$ cat src/rtl/uart.sv
// uart: full-duplex 8N1 UART; RX and TX each run off a 4x-oversample tick.
// Optional UART_RX_SYNC_EN: 2-flop synchronizer on rx ahead of the RX FSM.
module uart #(
   parameter int unsigned baud_rate    = 9600,
   parameter int unsigned sys_clk_freq = 12000000
) (
   input  logic       clk,
   input  logic       rst,
   input  logic       rx,
   output logic       tx,
   input  logic       transmit,
   input  logic [7:0] tx_byte,
   output logic       received,
   output logic [7:0] rx_byte,
   output logic       is_receiving,
   output logic       is_transmitting,
   output logic       recv_error
);

   localparam int unsigned CLOCK_DIVIDE = sys_clk_freq / (baud_rate * 4);
   localparam int unsigned TIMER_W      = $clog2(CLOCK_DIVIDE + 1);
   localparam int unsigned CNT_W        = 4;
   localparam logic [TIMER_W-1:0] TIMER_RELOAD = TIMER_W'(CLOCK_DIVIDE);

   typedef enum logic [2:0] {
      RX_IDLE,
      RX_CHECK_START,
      RX_READ_BITS,
      RX_CHECK_STOP,
      RX_DELAY_RESTART,
      RX_ERROR,
      RX_RECEIVED
   } rx_state_e;

   typedef enum logic [1:0] {
      TX_IDLE,
      TX_SENDING,
      TX_DELAY_RESTART
   } tx_state_e;

   logic rx_s;

`ifdef UART_RX_SYNC_EN
   logic [1:0] rx_sync_q;

   // Resets to idle-high so a held reset never looks like a start bit.
   always_ff @(posedge clk or negedge rst) begin
      if (!rst) rx_sync_q <= 2'b11;
      else      rx_sync_q <= {rx_sync_q[0], rx};
   end

   assign rx_s = rx_sync_q[1];
`else
   assign rx_s = rx;
`endif

   // ---------------- receiver ----------------
   rx_state_e          rx_state_q, rx_state_d;
   logic [TIMER_W-1:0] rx_timer_q, rx_timer_d;
   logic [CNT_W-1:0]   rx_cnt_q, rx_cnt_d;
   logic [CNT_W-1:0]   rx_bits_q, rx_bits_d;
   logic [7:0]         rx_data_q, rx_data_d;
   logic [7:0]         rx_byte_q;
   logic               received_q, recv_error_q, is_receiving_q;

   always_ff @(posedge clk or negedge rst) begin
      if (!rst) begin
         rx_state_q     <= RX_IDLE;
         rx_timer_q     <= '0;
         rx_cnt_q       <= '0;
         rx_bits_q      <= '0;
         rx_data_q      <= '0;
         rx_byte_q      <= '0;
         received_q     <= 1'b0;
         recv_error_q   <= 1'b0;
         is_receiving_q <= 1'b0;
      end else begin
         rx_state_q     <= rx_state_d;
         rx_timer_q     <= rx_timer_d;
         rx_cnt_q       <= rx_cnt_d;
         rx_bits_q      <= rx_bits_d;
         rx_data_q      <= rx_data_d;
         received_q     <= (rx_state_d == RX_RECEIVED);
         recv_error_q   <= (rx_state_d == RX_ERROR);
         is_receiving_q <= (rx_state_d != RX_IDLE);
         if (rx_state_d == RX_RECEIVED) rx_byte_q <= rx_data_q;
      end
   end

   // Quarter-bit timer free-runs; FSM decisions use the post-tick countdown.
   always_comb begin
      rx_state_d = rx_state_q;
      rx_timer_d = rx_timer_q - TIMER_W'(1);
      rx_cnt_d   = rx_cnt_q;
      rx_bits_d  = rx_bits_q;
      rx_data_d  = rx_data_q;
      if (rx_timer_d == '0) begin
         rx_timer_d = TIMER_RELOAD;
         rx_cnt_d   = rx_cnt_q - CNT_W'(1);
      end
      case (rx_state_q)
         RX_IDLE: begin
            if (!rx_s) begin
               rx_timer_d = TIMER_RELOAD;
               rx_cnt_d   = CNT_W'(2);
               rx_state_d = RX_CHECK_START;
            end
         end
         RX_CHECK_START: begin
            if (rx_cnt_d == '0) begin
               if (!rx_s) begin
                  rx_cnt_d   = CNT_W'(4);
                  rx_bits_d  = CNT_W'(8);
                  rx_state_d = RX_READ_BITS;
               end else begin
                  rx_state_d = RX_ERROR;
               end
            end
         end
         RX_READ_BITS: begin
            if (rx_cnt_d == '0) begin
               rx_data_d = {rx_s, rx_data_q[7:1]};
               rx_cnt_d  = CNT_W'(4);
               rx_bits_d = rx_bits_q - CNT_W'(1);
               if (rx_bits_q == CNT_W'(1)) rx_state_d = RX_CHECK_STOP;
            end
         end
         RX_CHECK_STOP: begin
            if (rx_cnt_d == '0) rx_state_d = rx_s ? RX_RECEIVED : RX_ERROR;
         end
         RX_ERROR: begin
            rx_cnt_d   = CNT_W'(8);
            rx_state_d = RX_DELAY_RESTART;
         end
         RX_DELAY_RESTART: begin
            if (rx_cnt_d == '0) rx_state_d = RX_IDLE;
         end
         RX_RECEIVED: begin
            rx_state_d = RX_IDLE;
         end
         default: begin
            rx_state_d = RX_IDLE;
         end
      endcase
   end

   // ---------------- transmitter ----------------
   tx_state_e          tx_state_q, tx_state_d;
   logic [TIMER_W-1:0] tx_timer_q, tx_timer_d;
   logic [CNT_W-1:0]   tx_cnt_q, tx_cnt_d;
   logic [CNT_W-1:0]   tx_bits_q, tx_bits_d;
   logic [8:0]         tx_data_q, tx_data_d;
   logic               tx_q, tx_d;
   logic               is_transmitting_q;

   always_ff @(posedge clk or negedge rst) begin
      if (!rst) begin
         tx_state_q        <= TX_IDLE;
         tx_timer_q        <= '0;
         tx_cnt_q          <= '0;
         tx_bits_q         <= '0;
         tx_data_q         <= '0;
         tx_q              <= 1'b1;
         is_transmitting_q <= 1'b0;
      end else begin
         tx_state_q        <= tx_state_d;
         tx_timer_q        <= tx_timer_d;
         tx_cnt_q          <= tx_cnt_d;
         tx_bits_q         <= tx_bits_d;
         tx_data_q         <= tx_data_d;
         tx_q              <= tx_d;
         is_transmitting_q <= (tx_state_d != TX_IDLE);
      end
   end

   // Shift register holds data plus stop bit; start bit is driven on accept.
   always_comb begin
      tx_state_d = tx_state_q;
      tx_timer_d = tx_timer_q - TIMER_W'(1);
      tx_cnt_d   = tx_cnt_q;
      tx_bits_d  = tx_bits_q;
      tx_data_d  = tx_data_q;
      tx_d       = tx_q;
      if (tx_timer_d == '0) begin
         tx_timer_d = TIMER_RELOAD;
         tx_cnt_d   = tx_cnt_q - CNT_W'(1);
      end
      case (tx_state_q)
         TX_IDLE: begin
            if (transmit) begin
               tx_data_d  = {1'b1, tx_byte};
               tx_timer_d = TIMER_RELOAD;
               tx_cnt_d   = CNT_W'(4);
               tx_bits_d  = CNT_W'(9);
               tx_d       = 1'b0;
               tx_state_d = TX_SENDING;
            end
         end
         TX_SENDING: begin
            if (tx_cnt_d == '0) begin
               if (tx_bits_q != '0) begin
                  tx_d      = tx_data_q[0];
                  tx_data_d = {1'b0, tx_data_q[8:1]};
                  tx_cnt_d  = CNT_W'(4);
                  tx_bits_d = tx_bits_q - CNT_W'(1);
               end else begin
                  tx_d       = 1'b1;
                  tx_cnt_d   = CNT_W'(4);
                  tx_state_d = TX_DELAY_RESTART;
               end
            end
         end
         TX_DELAY_RESTART: begin
            if (tx_cnt_d == '0) tx_state_d = TX_IDLE;
         end
         default: begin
            tx_state_d = TX_IDLE;
         end
      endcase
   end

   assign tx              = tx_q;
   assign received        = received_q;
   assign rx_byte         = rx_byte_q;
   assign is_receiving    = is_receiving_q;
   assign is_transmitting = is_transmitting_q;
   assign recv_error      = recv_error_q;

endmodule

$ cat config.mk
export PLATFORM = sky130hd
export DESIGN_NAME = uart
export DESIGN_NICKNAME = d
export VERILOG_FILES = /design/src/rtl/uart.sv
export SDC_FILE = /design/constraint.sdc
export NUM_CORES = 1
export LEC_CHECK = 0
export ABC_AREA = 1
export CAP_MARGIN = 10
export CORE_ASPECT_RATIO = 0.5
export CORE_MARGIN = 8
export CORE_UTILIZATION = 55
export DETAILED_ROUTE_END_ITERATION = 10
export PLACE_DENSITY = 0.75
export SLEW_MARGIN = 40
export SYNTH_ARGS = -nofsm -noshare
export SYNTH_HDL_FRONTEND = slang
export SYNTH_SLANG_ARGS = --single-unit
export TNS_END_PERCENT = 1
$ cat constraint.sdc
create_clock -name clk -period 2.95 [get_ports clk]
set_input_delay 0.59 -clock clk [delete_from_list [all_inputs] [get_ports clk]]
set_output_delay 0.59 -clock clk [all_outputs]
set_load 0.05 [all_outputs]
Yosys cells after proc, flatten, opt, wreduce, memory -nomap -nowiden
Cells that the tools add are included.
- input bits: 12
- register bits: 69
- logic and storage cells: 99
- equality and inequality tests: 16
- $add $sub $neg: 6
- multiplexer cells: 46
- reduce and logical (&&, ||, !) cells: 15
- operator list (cell ; count):
    9-bit 2-to-1 mux ; 9
    4-bit 2-to-1 mux ; 14
    4-bit one-hot mux with 2 select lines ; 3
    3-bit 2-to-1 mux ; 7
    9-bit zero test ; 2
    3-bit one-hot mux with 6 select lines ; 1
    9-bit one-hot mux with 2 select lines ; 1
    9-bit by 1-bit subtractor with 9-bit output (second input constant) ; 2
    4-bit one-hot mux with 4 select lines ; 1
    4-bit by 1-bit subtractor with 4-bit output (second input constant) ; 4
    3-bit == test (second input constant) ; 4
    2-bit inequality test (second input constant) ; 6
    2-bit 2-to-1 mux ; 5
    4-bit zero test ; 2
    4-bit AND reduction ; 2
    3-bit by 2-bit == test with 1-bit output (second input constant) ; 2
    2-bit one-hot mux with 3 select lines ; 1
    2-bit nonzero test ; 3
    4-bit by 1-bit == test with 1-bit output (second input constant) ; 1
    4-bit nonzero test ; 1
    3-bit by 1-bit == test with 1-bit output (second input constant) ; 1
    3-bit zero test ; 1
    1-bit 2-to-1 mux ; 3
    3-bit AND reduction ; 1
    other kinds (6) ; 6

Logic depth before layout (Yosys ltp)
Gate-level depths: netlist of run 1.
- word-level depth: 7
- gate-level depth with buffers: 20

Worst setup path before layout of run 1
Ideal clock, no wire load.
- path kind: register -> register
- start point: reg rx_timer_q[0]
- end point: reg is_receiving_q (netlist: is_receiving)
- cell stages (with the launch flop): 17
- clock period less this slack: 2.274 ns
- library setup time: 0.132 ns
- data arrival time: 2.142 ns
- setup slack: 0.676 ns
- cell sequence: dfrtp_1 -> inv_2 -> ha_1 -> nand3_1 -> o21ai_1 -> nand2_1 -> nor2_4 -> nand3_4 -> nand2_1 -> nand2_2 -> nor2_4 -> nand3_1 -> a21oi_1 -> nand2_2 -> buf_6 -> inv_2 -> nand3_1
- longest elaborated chain between the ends: 7
- elaborated cells on any way between the ends: 10
- those cells by class: add/sub (1); mux (6); reduce/logical (3)
- ends and longest elaborated chain (element ; line ; source):
    from (decl) ; 59 ; logic [TIMER_W-1:0] rx_timer_q, rx_timer_d;
    from (signal assigned) ; 79 ; rx_timer_q <= rx_timer_d;
    9-bit by 1-bit subtractor with 9-bit output (*) ; 93 ; rx_timer_d = rx_timer_q - TIMER_W'(1);
    9-bit zero test (*) ; 97 ; if (rx_timer_d == '0) begin
    4-bit 2-to-1 mux (*) ; 97 ;
    4-bit zero test (*) ; n/a ;
    3-bit 2-to-1 mux, on equally long branches ; n/a ;
    3-bit one-hot mux with 6 select lines (*) ; 101 ; case (rx_state_q)
    via rx_state_d[1] ; 58 ; rx_state_e rx_state_q, rx_state_d;
    3-bit nonzero test (*) ; 85 ; is_receiving_q <= (rx_state_d != RX_IDLE);
    to (signal assigned) ; 85 ;
    to (decl) ; 64 ; logic received_q, recv_error_q, is_receiving_q;
The timed path passes the listed nets; every way through them passes the cells marked *.
A chain may end at the register's enable or synchronous reset.

Worst setup path in the final report of run 1
- start point: reg rx_timer_q[0]
- end point: reg rx_data_q[0]
- longest elaborated chain between the ends: 5
- ends and longest elaborated chain (element ; line ; source):
    9-bit by 1-bit subtractor with 9-bit output ; 93 ;
    9-bit zero test ; 97 ;
    4-bit 2-to-1 mux ; 97 ;
    4-bit zero test ; 121 ; if (rx_cnt_d == '0) begin
    2-bit AND reduction (no source line) ; n/a ;
    to (signal assigned) ; 82 ; rx_data_q <= rx_data_d;
    to (decl) ; 62 ; logic [7:0] rx_data_q, rx_data_d;
Every way passes these cells.

==> results.txt, run 1 <==
----------------------------------------------------
[CTS]
  Number of buffers added by the clock tree synthesis step ... 9
  Clock tree from TritonCTS ... built
  H-tree levels ... 3
  Clock network latency to the later pin of the worst-skew pair ... 0.33 ns
  Maximum buffer depth of the clock tree ... 2
  Clock slew seen by the registers of the worst setup and hold paths ... 0.05 ns
  Clock sink count ... 69
  Hold bufs inserted after CTS ... 0
  Clk Tree Root Cell ... sky130_fd_sc_hd__clkbuf_16

[Power]
  Peak supply drop ... 0.000326 V
  Leakage power total ... 0.00238 uW
  Total power density per cell area ... 461 nW/um2

[Synth]
  List of most frequent post-synthesis cells ... sky130_fd_sc_hd__nand2_1 (147), sky130_fd_sc_hd__dfrtp_1 (68), sky130_fd_sc_hd__inv_1 (65), sky130_fd_sc_hd__nor2_1 (45), sky130_fd_sc_hd__nand3_1 (37)
  Number of distinct standard cells referenced by the synthesized netlist ... 35
  Top_reg_cell synth ... sky130_fd_sc_hd__dfrtp_1
  Cell types occupying the most area after synthesis ... sky130_fd_sc_hd__dfrtp_1 (46%), sky130_fd_sc_hd__nand2_1 (15%), sky130_fd_sc_hd__inv_1 (6.6%)
  Area of the mapped netlist ... 3700 um2
  Number of flops mapped to enable cells by yosys ... 0
  Sequential cell area fraction in the yosys report ... 46.7%
  Synthesized net count ... 497
  Portion of synthesized cell area occupied by the leading cell type ... 45.9%
  Mean Syn Cell Area ... 7.80 um2
  Cell with the most instances after synthesis ... sky130_fd_sc_hd__nand2_1
  Post-synthesis instance total ... 475
  Count of synthesis-stage warnings from yosys ... 0
  Async set-reset flop share out of synthesis ... 100%
  Yosys top cell by area ... sky130_fd_sc_hd__dfrtp_1
  Flip-flop and latch count after synthesis ... 69

[Layout]
  Cell Count, Final, Fillers Out ... 608
  Share of post-route cells with drive strength above 1 ... 11.8%
  Final layout net count ... 535
  Antenna diodes ... 0
  Area grow syn2layout ... 18.2%
  Post-layout instance area ... 4380 um2

[STA]
  Final setup fails ... 0
  Final-layout setup total negative slack ... 0 ns
  Final count of pins violating max slew ... 0
  Number of endpoints with negative hold slack in the final report ... 0
  Final-layout worst hold slack ... 0.252 ns
  Timing-limited maximum frequency ... 379 MHz
  Slew at the pin closest to its max-slew limit ... 0.571 ns
  Unrepaired setup endpoints after global routing ... no
  Worst Skew ... 0.00638 ns
  Worst relative slew slack ... 61.9%
  Worst setup slack after layout ... 0.309 ns
  Post-route clock period utilization ... 89.5%
  Period minus WS final ... 2.64 ns

[Global route]
  Vias in the first global route ... 2,737
  Global route total overflow ... 0
  Initial antenna violation count ... 0
  Total routing resource utilization after global routing ... 15.5%
  Global-route wire length before repair ... 12,200 um
  Pin count of the biggest net entering global routing ... 25

[Critical path]
  Startpoint class of the critical path ... register
  Path length in cells of the critical path ... 15
  Capturing element of the worst setup path ... rx_data_q[0]
  Maximum fanout along the worst path ... 17
  Data arrival time of the critical path ... 2.85 ns
  WS Path Type ... reg -> reg
  Reg2Reg Capture Point ... rx_data_q[0]
  Cell-by-cell listing of the critical path ... inv_2 -> ha_1 -> nand3_1 -> o21ai_1 -> nand2_1 -> nor2_4 -> nand3_4 -> nand2_1 -> nand2_1 -> nand2_1 -> inv_2 -> nand2_2 -> clkinv_2 -> nand2_2 -> mux2_1
  Timing startpoint of the critical path ... rx_timer_q[0]
  CP max stage cell ... sky130_fd_sc_hd__dfrtp_1
  CP required ... 3.16 ns
  CP delay by family, top ... simple AND/OR/NAND/NOR gates
  Cells on worst reg2reg path ... 15
  Slowest cell delay on critical path ... 0.40 ns
  Crit path buf inv count ... 3
  Cell type with the highest occurrence count on the critical path ... sky130_fd_sc_hd__nand2_1
  RR Startpoint ... rx_timer_q[0]
  Minimum setup slack among reg-to-reg paths ... 0.31 ns
  Endpoint kind of the worst setup timing path ... register

[Floorplan]
  Die Y-Extent ... 74.0 um
  Number of top-level pins ... 25
  Placement Rows ... 21
  Effective utilization at floorplan ... 56.2%
  Die outline width ... 132 um
  Die Footprint ... 9780 um2
  Placeable core region ... 6600 um2

[Route]
  Residual DRC ... 0
  DR WL/cell ... 11.6 um
  Ratio of routed vias to standard cells ... 4.86
  Pre-Repair DR Iteration Count ... 5
  Aggregate routed wire length ... 7080 um
  Starting DRT DRC Count ... 180
  Post-detailed-route count of antenna-violating nets ... 0
  Count of vias placed by the detailed router ... 2,955

[Place]
  Final weighted congestion of routability-driven global placement ... 0.859
  DP Cell Count ... 589
  Port bufs ... 24
  Worst slack at placement ... 0.229 ns
  DP HPWL ... 5030 um
  Post-DP Area ... 4050 um2

[Flow run]
  Max-cap violations ... 0

[Worst hold path]
  Class of the tightest hold or removal check ... in -> async

[Status]
  Run status ... finished, final reports clean

----------------------------------------------------
[routing by layer]
layer  routed length (um)  share of wire (%)  GRT usage, %  up-vias
met5                    0                  0             0        -
met4                   82                1.2          7.06        0
met3                  306                4.3          4.65        6
met2                 3270                 46          25.4       49
met1                 3420                 48          18.9     1342
li1                     -                  -             -     1558
[cell families after synthesis]
group / count (synthesis) / synth area share [%]
multiplexers: 1 / 0.304
XOR/XNOR: 11 / 2.60
adder cells (fa/ha/maj): 10 / 3.38
AO/OA/AOI/OAI: 31 / 4.46
AND/OR/NAND/NOR: 274 / 33.8
flip-flops: 69 / 46.7
buffers and inverters: 79 / 8.85
[state kept, by name, summed over array words and instances (netlist names), 2 cells and up]
signal	cells
tx_timer_q	9
tx_bits_q	4
rx_timer_q	9
rx_state_q	3
rx_bits_q	4
tx_data_q	9
rx_byte	8
tx_state_q	2
tx_cnt_q	4
rx_cnt_q	4
rx_data_q	8
[power breakdown]
group | switching [uW] | internal (uW)
registers | 0.944 | 949
logic | 27.0 | 19.2
clock network | 375 | 649
total | 403 | 1620
[repair_timing]
item / 4_1_cts / 5_1_grt
endpoints found under the setup margin: 0 / 8
buffers inserted: 0 / 5
resized for setup: 0 / 2
[stage by stage]
| stage | total power (uW) | util, % |
|---|---|---|
| 3_5_place_dp | 1010 | 61.4 |
| 6_report | 2020 | 66.4 |
| 3_3_place_gp | 1010 | 61.4 |
| 5_1_grt | 2080 | 66.4 |
| 4_1_cts | 2040 | 65.7 |
| 2_1_floorplan | 974 | - |
[worst register-to-register path, stage by stage (launching register included)]
cell                       delay (ns)
sky130_fd_sc_hd__dfrtp_1         0.40
sky130_fd_sc_hd__inv_2           0.10
sky130_fd_sc_hd__ha_1            0.19
sky130_fd_sc_hd__nand3_1         0.14
sky130_fd_sc_hd__o21ai_1         0.18
sky130_fd_sc_hd__nand2_1         0.11
sky130_fd_sc_hd__nor2_4          0.19
sky130_fd_sc_hd__nand3_4         0.11
sky130_fd_sc_hd__nand2_1         0.07
sky130_fd_sc_hd__nand2_1         0.08
sky130_fd_sc_hd__nand2_1         0.09
sky130_fd_sc_hd__inv_2           0.05
sky130_fd_sc_hd__nand2_2         0.10
sky130_fd_sc_hd__clkinv_2        0.10
sky130_fd_sc_hd__nand2_2         0.26
sky130_fd_sc_hd__mux2_1          0.36
[cell type report]
class	instances	area, um2
clock buffer	13	280
clock inverter	1	5.00
fill	563	2220
inverter	72	272
multi-input combinational	327	1660
sequential	69	1730
tap	92	115
timing repair buffer	34	323
[cell usage in the layout (no fill, tap or decap), drive strengths merged]
cell           count
ha                10
nor2              51
or2                1
nor3b              1
nor3               9
inv               70
xnor2              3
clkdlybuf4s50     23
nand3             47
o211ai             1
dfstp              1
dfrtp             68
xor2               8
buf               11
a22oi              1
clkinv             3
nand4              9
o21ai             17
o22ai              1
clkbuf            13
nand2            156
a21oi             11
mux2               1
[how the worst min path moves through the flow]
stage / cells past startpoint / endpoint / slack (ns) / start
after global routing: 1 / rx_cnt_q[1] / 0.28 / rst
after detailed placement: 2 / tx_data_q[1] / 0.46 / tx_data_q[1]
final: 1 / recv_error / 0.25 / rst
after global placement: 1 / tx_timer_q[0] / 0.45 / tx_timer_q[0]
after floorplan: 0 / is_receiving / 0.29 / rst
after CTS: 1 / rx_state_q[2] / 0.26 / rst
Note: power is estimated with default switching activity, not from simulation.
==> run 2: changes to the inputs <==
--- a/config.mk
+++ b/config.mk
@@ -11,6 +11,7 @@
 export CORE_MARGIN = 8
 export CORE_UTILIZATION = 55
 export DETAILED_ROUTE_END_ITERATION = 10
+export HOLD_SLACK_MARGIN = 0.15
 export PLACE_DENSITY = 0.75
 export SLEW_MARGIN = 40
 export SYNTH_ARGS = -nofsm -noshare
==> constraint.sdc (replaced) <==
create_clock -name clk -period 3.2 [get_ports clk]
set_input_delay 0.64 -clock clk [delete_from_list [all_inputs] [get_ports clk]]
set_output_delay 0.64 -clock clk [all_outputs]
set_load 0.05 [all_outputs]
==> results.txt, run 2 (synthesis gave the netlist of run 1 again) <==
----------------------------------------------------
[Route]
  Aggregate routed wire length ... 7110 um
  Starting DRT DRC Count ... 192
  Residual DRC ... 0
  Ratio of routed vias to standard cells ... 4.88
  Count of vias placed by the detailed router ... 2,943
  Pre-Repair DR Iteration Count ... 4
  DR WL/cell ... 11.8 um
  Post-detailed-route count of antenna-violating nets ... 0

[STA]
  Unrepaired setup endpoints after global routing ... no
  Final count of pins violating max slew ... 0
  Worst setup slack after layout ... 0.437 ns
  Post-route clock period utilization ... 86.3%
  Worst Skew ... 0.00652 ns
  Final setup fails ... 0
  Final-layout worst hold slack ... 0.332 ns
  Final-layout setup total negative slack ... 0 ns
  Slew at the pin closest to its max-slew limit ... 0.644 ns
  Period minus WS final ... 2.76 ns
  Number of endpoints with negative hold slack in the final report ... 0
  Timing-limited maximum frequency ... 362 MHz
  Worst relative slew slack ... 57.1%

[Global route]
  Global route total overflow ... 0
  Total routing resource utilization after global routing ... 16.0%
  Vias in the first global route ... 2,717
  Initial antenna violation count ... 0
  Global-route wire length before repair ... 12,400 um
  Pin count of the biggest net entering global routing ... 43

[Place]
  Final weighted congestion of routability-driven global placement ... 0.866
  Worst slack at placement ... 0.455 ns
  DP HPWL ... 5090 um
  Port bufs ... 24

[CTS]
  # Post-CTS Setup Buffers ... 0
  Clock sink count ... 69
  Clock network latency to the later pin of the worst-skew pair ... 0.34 ns
  Maximum buffer depth of the clock tree ... 2
  Number of buffers added by the clock tree synthesis step ... 9
  Clk Tree Root Cell ... sky130_fd_sc_hd__clkbuf_16
  H-tree levels ... 3
  Post-CTS Resized ... 0
  Hold bufs inserted after CTS ... 0
  Clock tree from TritonCTS ... built
  Clock slew seen by the registers of the worst setup and hold paths ... 0.05 ns

[Floorplan]
  Die outline width ... 132 um
  Number of top-level pins ... 25
  Die Y-Extent ... 74.0 um
  Placeable core region ... 6600 um2
  Placement Rows ... 21
  Effective utilization at floorplan ... 56.2%
  Die Footprint ... 9780 um2

[Layout]
  Top Registers ... rx_timer_q: 9 flops, tx_data_q: 9 flops, tx_timer_q: 9 flops
  Area grow syn2layout ... 16.8%
  Final core utilization ... 65.6%
  Antenna diodes ... 0
  Final layout net count ... 528
  Commonest cells after routing, fill and taps aside ... sky130_fd_sc_hd__nand2_1 (147), sky130_fd_sc_hd__dfrtp_1 (68), sky130_fd_sc_hd__inv_1 (65), sky130_fd_sc_hd__nor2_1 (45), sky130_fd_sc_hd__nand3_1 (37)
  Share of post-route cells with drive strength above 1 ... 10.4%
  Commonest non-fill, non-tap cell in the layout ... sky130_fd_sc_hd__nand2_1

[Power]
  Share of total power consumed by net switching ... 20.3%
  Clock network power share ... 51.7%
  Net Switching ... 385 uW
  Tot Pwr ... 1900 uW
  Reg power frac ... 46.2%
  Leakage power total ... 0.00234 uW
  Peak supply drop ... 0.000388 V
  Total power density per cell area ... 438 nW/um2
  Portion of total power attributed to combinational logic ... 2.1%
  Internal power consumption ... 1510 uW

[Worst hold path]
  Class of the tightest hold or removal check ... in -> async

[Critical path]
  Reg2Reg Capture Point ... rx_byte[1]
  Maximum fanout along the worst path ... 12
  Data arrival time of the critical path ... 2.98 ns
  WS Path Type ... reg -> reg
  RR Startpoint ... rx_timer_q[0]
  Startpoint class of the critical path ... register
  Minimum setup slack among reg-to-reg paths ... 0.44 ns
  Cells on worst reg2reg path ... 17
  CP required ... 3.42 ns
  Endpoint kind of the worst setup timing path ... register

[Status]
  Run status ... finished, final reports clean

[Flow run]
  Max-cap violations ... 0

----------------------------------------------------
## run 2: cell type report
class,count,area [um2]
clock inverters,4,47.5
fillers,570,2270
inverters,72,272
well taps,92,115
repair buffers,27,270
clock buffers,12,246
flip-flops and latches,69,1730
multi-input cells,327,1650
## run 2: per-stage QoR
stage	instance area, um2	std cells
CTS	4330	603
global route	4330	603
finish	4330	603
detailed placement	4030	587
floorplan	3700	475
global placement	4030	587
## run 2: power by group through the flow
stage	logic, uW	registers (uW)	clock network [uW]
floorplan	7.18	891	0
global placement	41.9	891	0
detailed placement	42.5	891	0
CTS	42.6	875	999
global route	46.4	875	1040
finish	40.6	875	981
## run 2: worst max path at each step
stage	from	to	slack (ns)	cells after the start
detailed placement	rx_timer_q[0]	rx_byte[1]	0.45	17
floorplan	rx_timer_q[0]	is_receiving	0.93	16
finish	rx_timer_q[0]	rx_byte[1]	0.44	17
global placement	rx_timer_q[0]	rx_byte[2]	0.60	17
global route	rx_timer_q[0]	rx_byte[1]	0.10	17
CTS	rx_timer_q[0]	rx_byte[1]	0.43	17
## run 2: layer usage
layer  vias up  wire length, um  track usage (%)
met2        27             3240             24.9
li1       1545                -                -
met3        10              273             6.87
met5         -                0                0
met1      1361             3520             19.8
met4         0               86             5.30
## run 2: worst max-delay path, stage by stage, from the launching register on
cell	delay, ns
sky130_fd_sc_hd__dfrtp_1	0.41
sky130_fd_sc_hd__inv_2	0.10
sky130_fd_sc_hd__ha_1	0.19
sky130_fd_sc_hd__nand3_1	0.14
sky130_fd_sc_hd__o21ai_1	0.18
sky130_fd_sc_hd__nand2_1	0.11
sky130_fd_sc_hd__nor2_4	0.19
sky130_fd_sc_hd__nand3_4	0.11
sky130_fd_sc_hd__nand2_1	0.09
sky130_fd_sc_hd__nand2_2	0.07
sky130_fd_sc_hd__nor2_4	0.15
sky130_fd_sc_hd__nand2_2	0.10
sky130_fd_sc_hd__nand2_1	0.07
sky130_fd_sc_hd__nand3_1	0.08
sky130_fd_sc_hd__nand2_2	0.30
sky130_fd_sc_hd__nand2_2	0.19
sky130_fd_sc_hd__nand2_1	0.11
sky130_fd_sc_hd__nand2_1	0.06
==> run 3: changes to the inputs <==
==> constraint.sdc (replaced) <==
create_clock -name clk -period 2.78 [get_ports clk]
set_input_delay 0.556 -clock clk [delete_from_list [all_inputs] [get_ports clk]]
set_output_delay 0.556 -clock clk [all_outputs]
set_load 0.05 [all_outputs]
==> results.txt, run 3 (synthesis gave the netlist of run 1 again) <==
----------------------------------------------------
[Status]
  Run status ... finished, final reports clean

[Floorplan]
  Die Footprint ... 9780 um2
  Die Y-Extent ... 74.0 um
  Placeable core region ... 6600 um2
  Die outline width ... 132 um
  Placement Rows ... 21
  Number of top-level pins ... 25
  Effective utilization at floorplan ... 56.2%

[Power]
  Clock network power share ... 55.9%
  Total power density per cell area ... 529 nW/um2
  Leakage power total ... 0.00243 uW
  Net Switching ... 469 uW
  Internal power consumption ... 1930 uW
  Share of total power consumed by net switching ... 19.6%
  Reg power frac ... 42.1%
  Peak supply drop ... 0.000370 V
  Portion of total power attributed to combinational logic ... 2.1%

[Global route]
  Global-route wire length before repair ... 12,700 um
  Met3 track utilization from global routing ... 5.53%
  Total routing resource utilization after global routing ... 16.3%
  Global route total overflow ... 0
  Initial antenna violation count ... 0
  Vias in the first global route ... 2,911
  M1 GR Usage ... 18.3%
  Pin count of the biggest net entering global routing ... 29
  Global routing's busiest layer ... met2
  Met2 usage ... 28.3%

[CTS]
  Number of buffers added by the clock tree synthesis step ... 9
  Clock network latency to the later pin of the worst-skew pair ... 0.34 ns
  Clock slew seen by the registers of the worst setup and hold paths ... 0.06 ns
  Clk Tree Root Cell ... sky130_fd_sc_hd__clkbuf_16
  H-tree levels ... 3
  Clock tree from TritonCTS ... built
  Maximum buffer depth of the clock tree ... 2
  Clock sink count ... 69
  Hold bufs inserted after CTS ... 0

[Worst hold path]
  Class of the tightest hold or removal check ... in -> async

[STA]
  Worst relative slew slack ... 58.3%
  Final count of pins violating max slew ... 0
  Slew at the pin closest to its max-slew limit ... 0.625 ns
  Period minus WS final ... 2.61 ns
  Worst Skew ... 0.00748 ns
  Final setup fails ... 0
  Timing-limited maximum frequency ... 383 MHz
  Post-route clock period utilization ... 93.9%
  Worst setup slack after layout ... 0.170 ns
  Number of endpoints with negative hold slack in the final report ... 0

[Place]
  DP HPWL ... 5100 um
  Worst slack at placement ... 0.149 ns
  Final weighted congestion of routability-driven global placement ... 0.837
  Port bufs ... 24

[Critical path]
  Cells on worst reg2reg path ... 20
  Data arrival time of the critical path ... 2.83 ns
  Startpoint class of the critical path ... register
  Maximum fanout along the worst path ... 9
  RR Startpoint ... rx_timer_q[0]
  WS Path Type ... reg -> reg
  CP required ... 3.00 ns
  Reg2Reg Capture Point ... rx_byte[4]
  Minimum setup slack among reg-to-reg paths ... 0.17 ns
  Endpoint kind of the worst setup timing path ... register

[Layout]
  Final layout net count ... 538
  Top Registers ... rx_timer_q: 9 flops, tx_data_q: 9 flops, tx_timer_q: 9 flops
  Area grow syn2layout ... 22.1%
  Share of post-route cells with drive strength above 1 ... 14.0%
  Commonest cells after routing, fill and taps aside ... sky130_fd_sc_hd__nand2_1 (147), sky130_fd_sc_hd__dfrtp_1 (68), sky130_fd_sc_hd__inv_1 (65), sky130_fd_sc_hd__nor2_1 (44), sky130_fd_sc_hd__nand3_1 (34)
  Commonest non-fill, non-tap cell in the layout ... sky130_fd_sc_hd__nand2_1
  Antenna diodes ... 0
  Final core utilization ... 68.6%

[Flow run]
  Max-cap violations ... 0

[Route]
  Starting DRT DRC Count ... 203
  Count of vias placed by the detailed router ... 3,050
  Pre-Repair DR Iteration Count ... 5
  Post-detailed-route count of antenna-violating nets ... 0
  DR WL/cell ... 12.6 um
  Aggregate routed wire length ... 7700 um
  Ratio of routed vias to standard cells ... 4.98
  Residual DRC ... 0

----------------------------------------------------
-- run 3: changes by cell type in the layout (fill, tap and decap cells not counted), sizes merged --
| cell | delta |
|---|---|
| buf | +9 |
| clkbuf | -2 |
| clkinvlp | +1 |
| nand3 | +1 |
| bufinv | +2 |
| clkinv | -1 |
-- run 3: stage by stage --
stage	total power [uW]	TNS [ns]	cells	area, um2	hold slack (ns)
after global placement	1080	0	591	4060	0.451
after global routing	2460	-0.0378	613	4520	0.280
after CTS	2420	0	607	4410	0.251
after floorplan	1030	0	475	3700	0.260
after detailed placement	1080	0	591	4060	0.457
final	2390	0	613	4520	0.240
-- run 3: worst max-delay path, cell delays in order, from the launching register on --
cell	delay, ns
sky130_fd_sc_hd__dfrtp_1	0.40
sky130_fd_sc_hd__inv_2	0.09
sky130_fd_sc_hd__ha_2	0.20
sky130_fd_sc_hd__inv_1	0.05
sky130_fd_sc_hd__nand2_1	0.05
sky130_fd_sc_hd__nand2_1	0.08
sky130_fd_sc_hd__nor2_1	0.14
sky130_fd_sc_hd__nand3_2	0.12
sky130_fd_sc_hd__nor2_4	0.22
sky130_fd_sc_hd__nand3_4	0.12
sky130_fd_sc_hd__nand2_1	0.11
sky130_fd_sc_hd__nand2_1	0.10
sky130_fd_sc_hd__nor2_4	0.13
sky130_fd_sc_hd__nand2_2	0.10
sky130_fd_sc_hd__nand2_1	0.07
sky130_fd_sc_hd__nand3_1	0.09
sky130_fd_sc_hd__nand2_2	0.15
sky130_fd_sc_hd__buf_12	0.12
sky130_fd_sc_hd__nand2_8	0.06
sky130_fd_sc_hd__nand2_1	0.07
sky130_fd_sc_hd__nand2_1	0.04
-- run 3: area by class of cell --
cell class | count | area [um2]
Sequential cell | 69 | 1730
Clock buffer | 10 | 239
Fill cell | 524 | 2070
Clock inverter | 6 | 110
Timing Repair Buffer | 36 | 350
Inverter | 72 | 272
Tap cell | 92 | 115
Multi-Input combinational cell | 328 | 1710
-- run 3: power by group through the flow --
stage                     clock network [uW]  registers [uW]  logic, uW
after floorplan                            0            1030       8.26
after global placement                     0            1030       50.7
after detailed placement                   0            1030       51.0
after CTS                               1360            1010       50.9
after global routing                    1400            1010       56.4
final                                   1340            1010       49.1
-- run 3: worst max path at each step --
| stage | startpoint | end | depth (start not counted) |
|---|---|---|---|
| final | rx_timer_q[0] | rx_byte[4] | 20 |
| after global routing | tx_timer_q[0] | tx_data_q[7] | 17 |
| after CTS | rx_timer_q[0] | rx_byte[0] | 19 |
| after detailed placement | rx_timer_q[0] | rx_byte[0] | 18 |
| after global placement | rx_timer_q[0] | rx_byte[3] | 18 |
| after floorplan | rx_timer_q[0] | is_receiving | 16 |
-- run 3: routing by layer --
| metal | routed length (um) | part of all wire (%) | vias up |
|---|---|---|---|
| li1 | - | - | 1565 |
| met2 | 3800 | 49 | 55 |
| met4 | 82 | 1.1 | 0 |
| met5 | 0 | 0 | - |
| met1 | 3500 | 46 | 1420 |
| met3 | 317 | 4.1 | 10 |
-- run 3: timing repair --
| action | CTS | global route |
|---|---|---|
| gates resized for setup | 0 | 11 |
| endpoints found under the setup margin | 0 | 30 |
| buffers inserted | 0 | 5 |
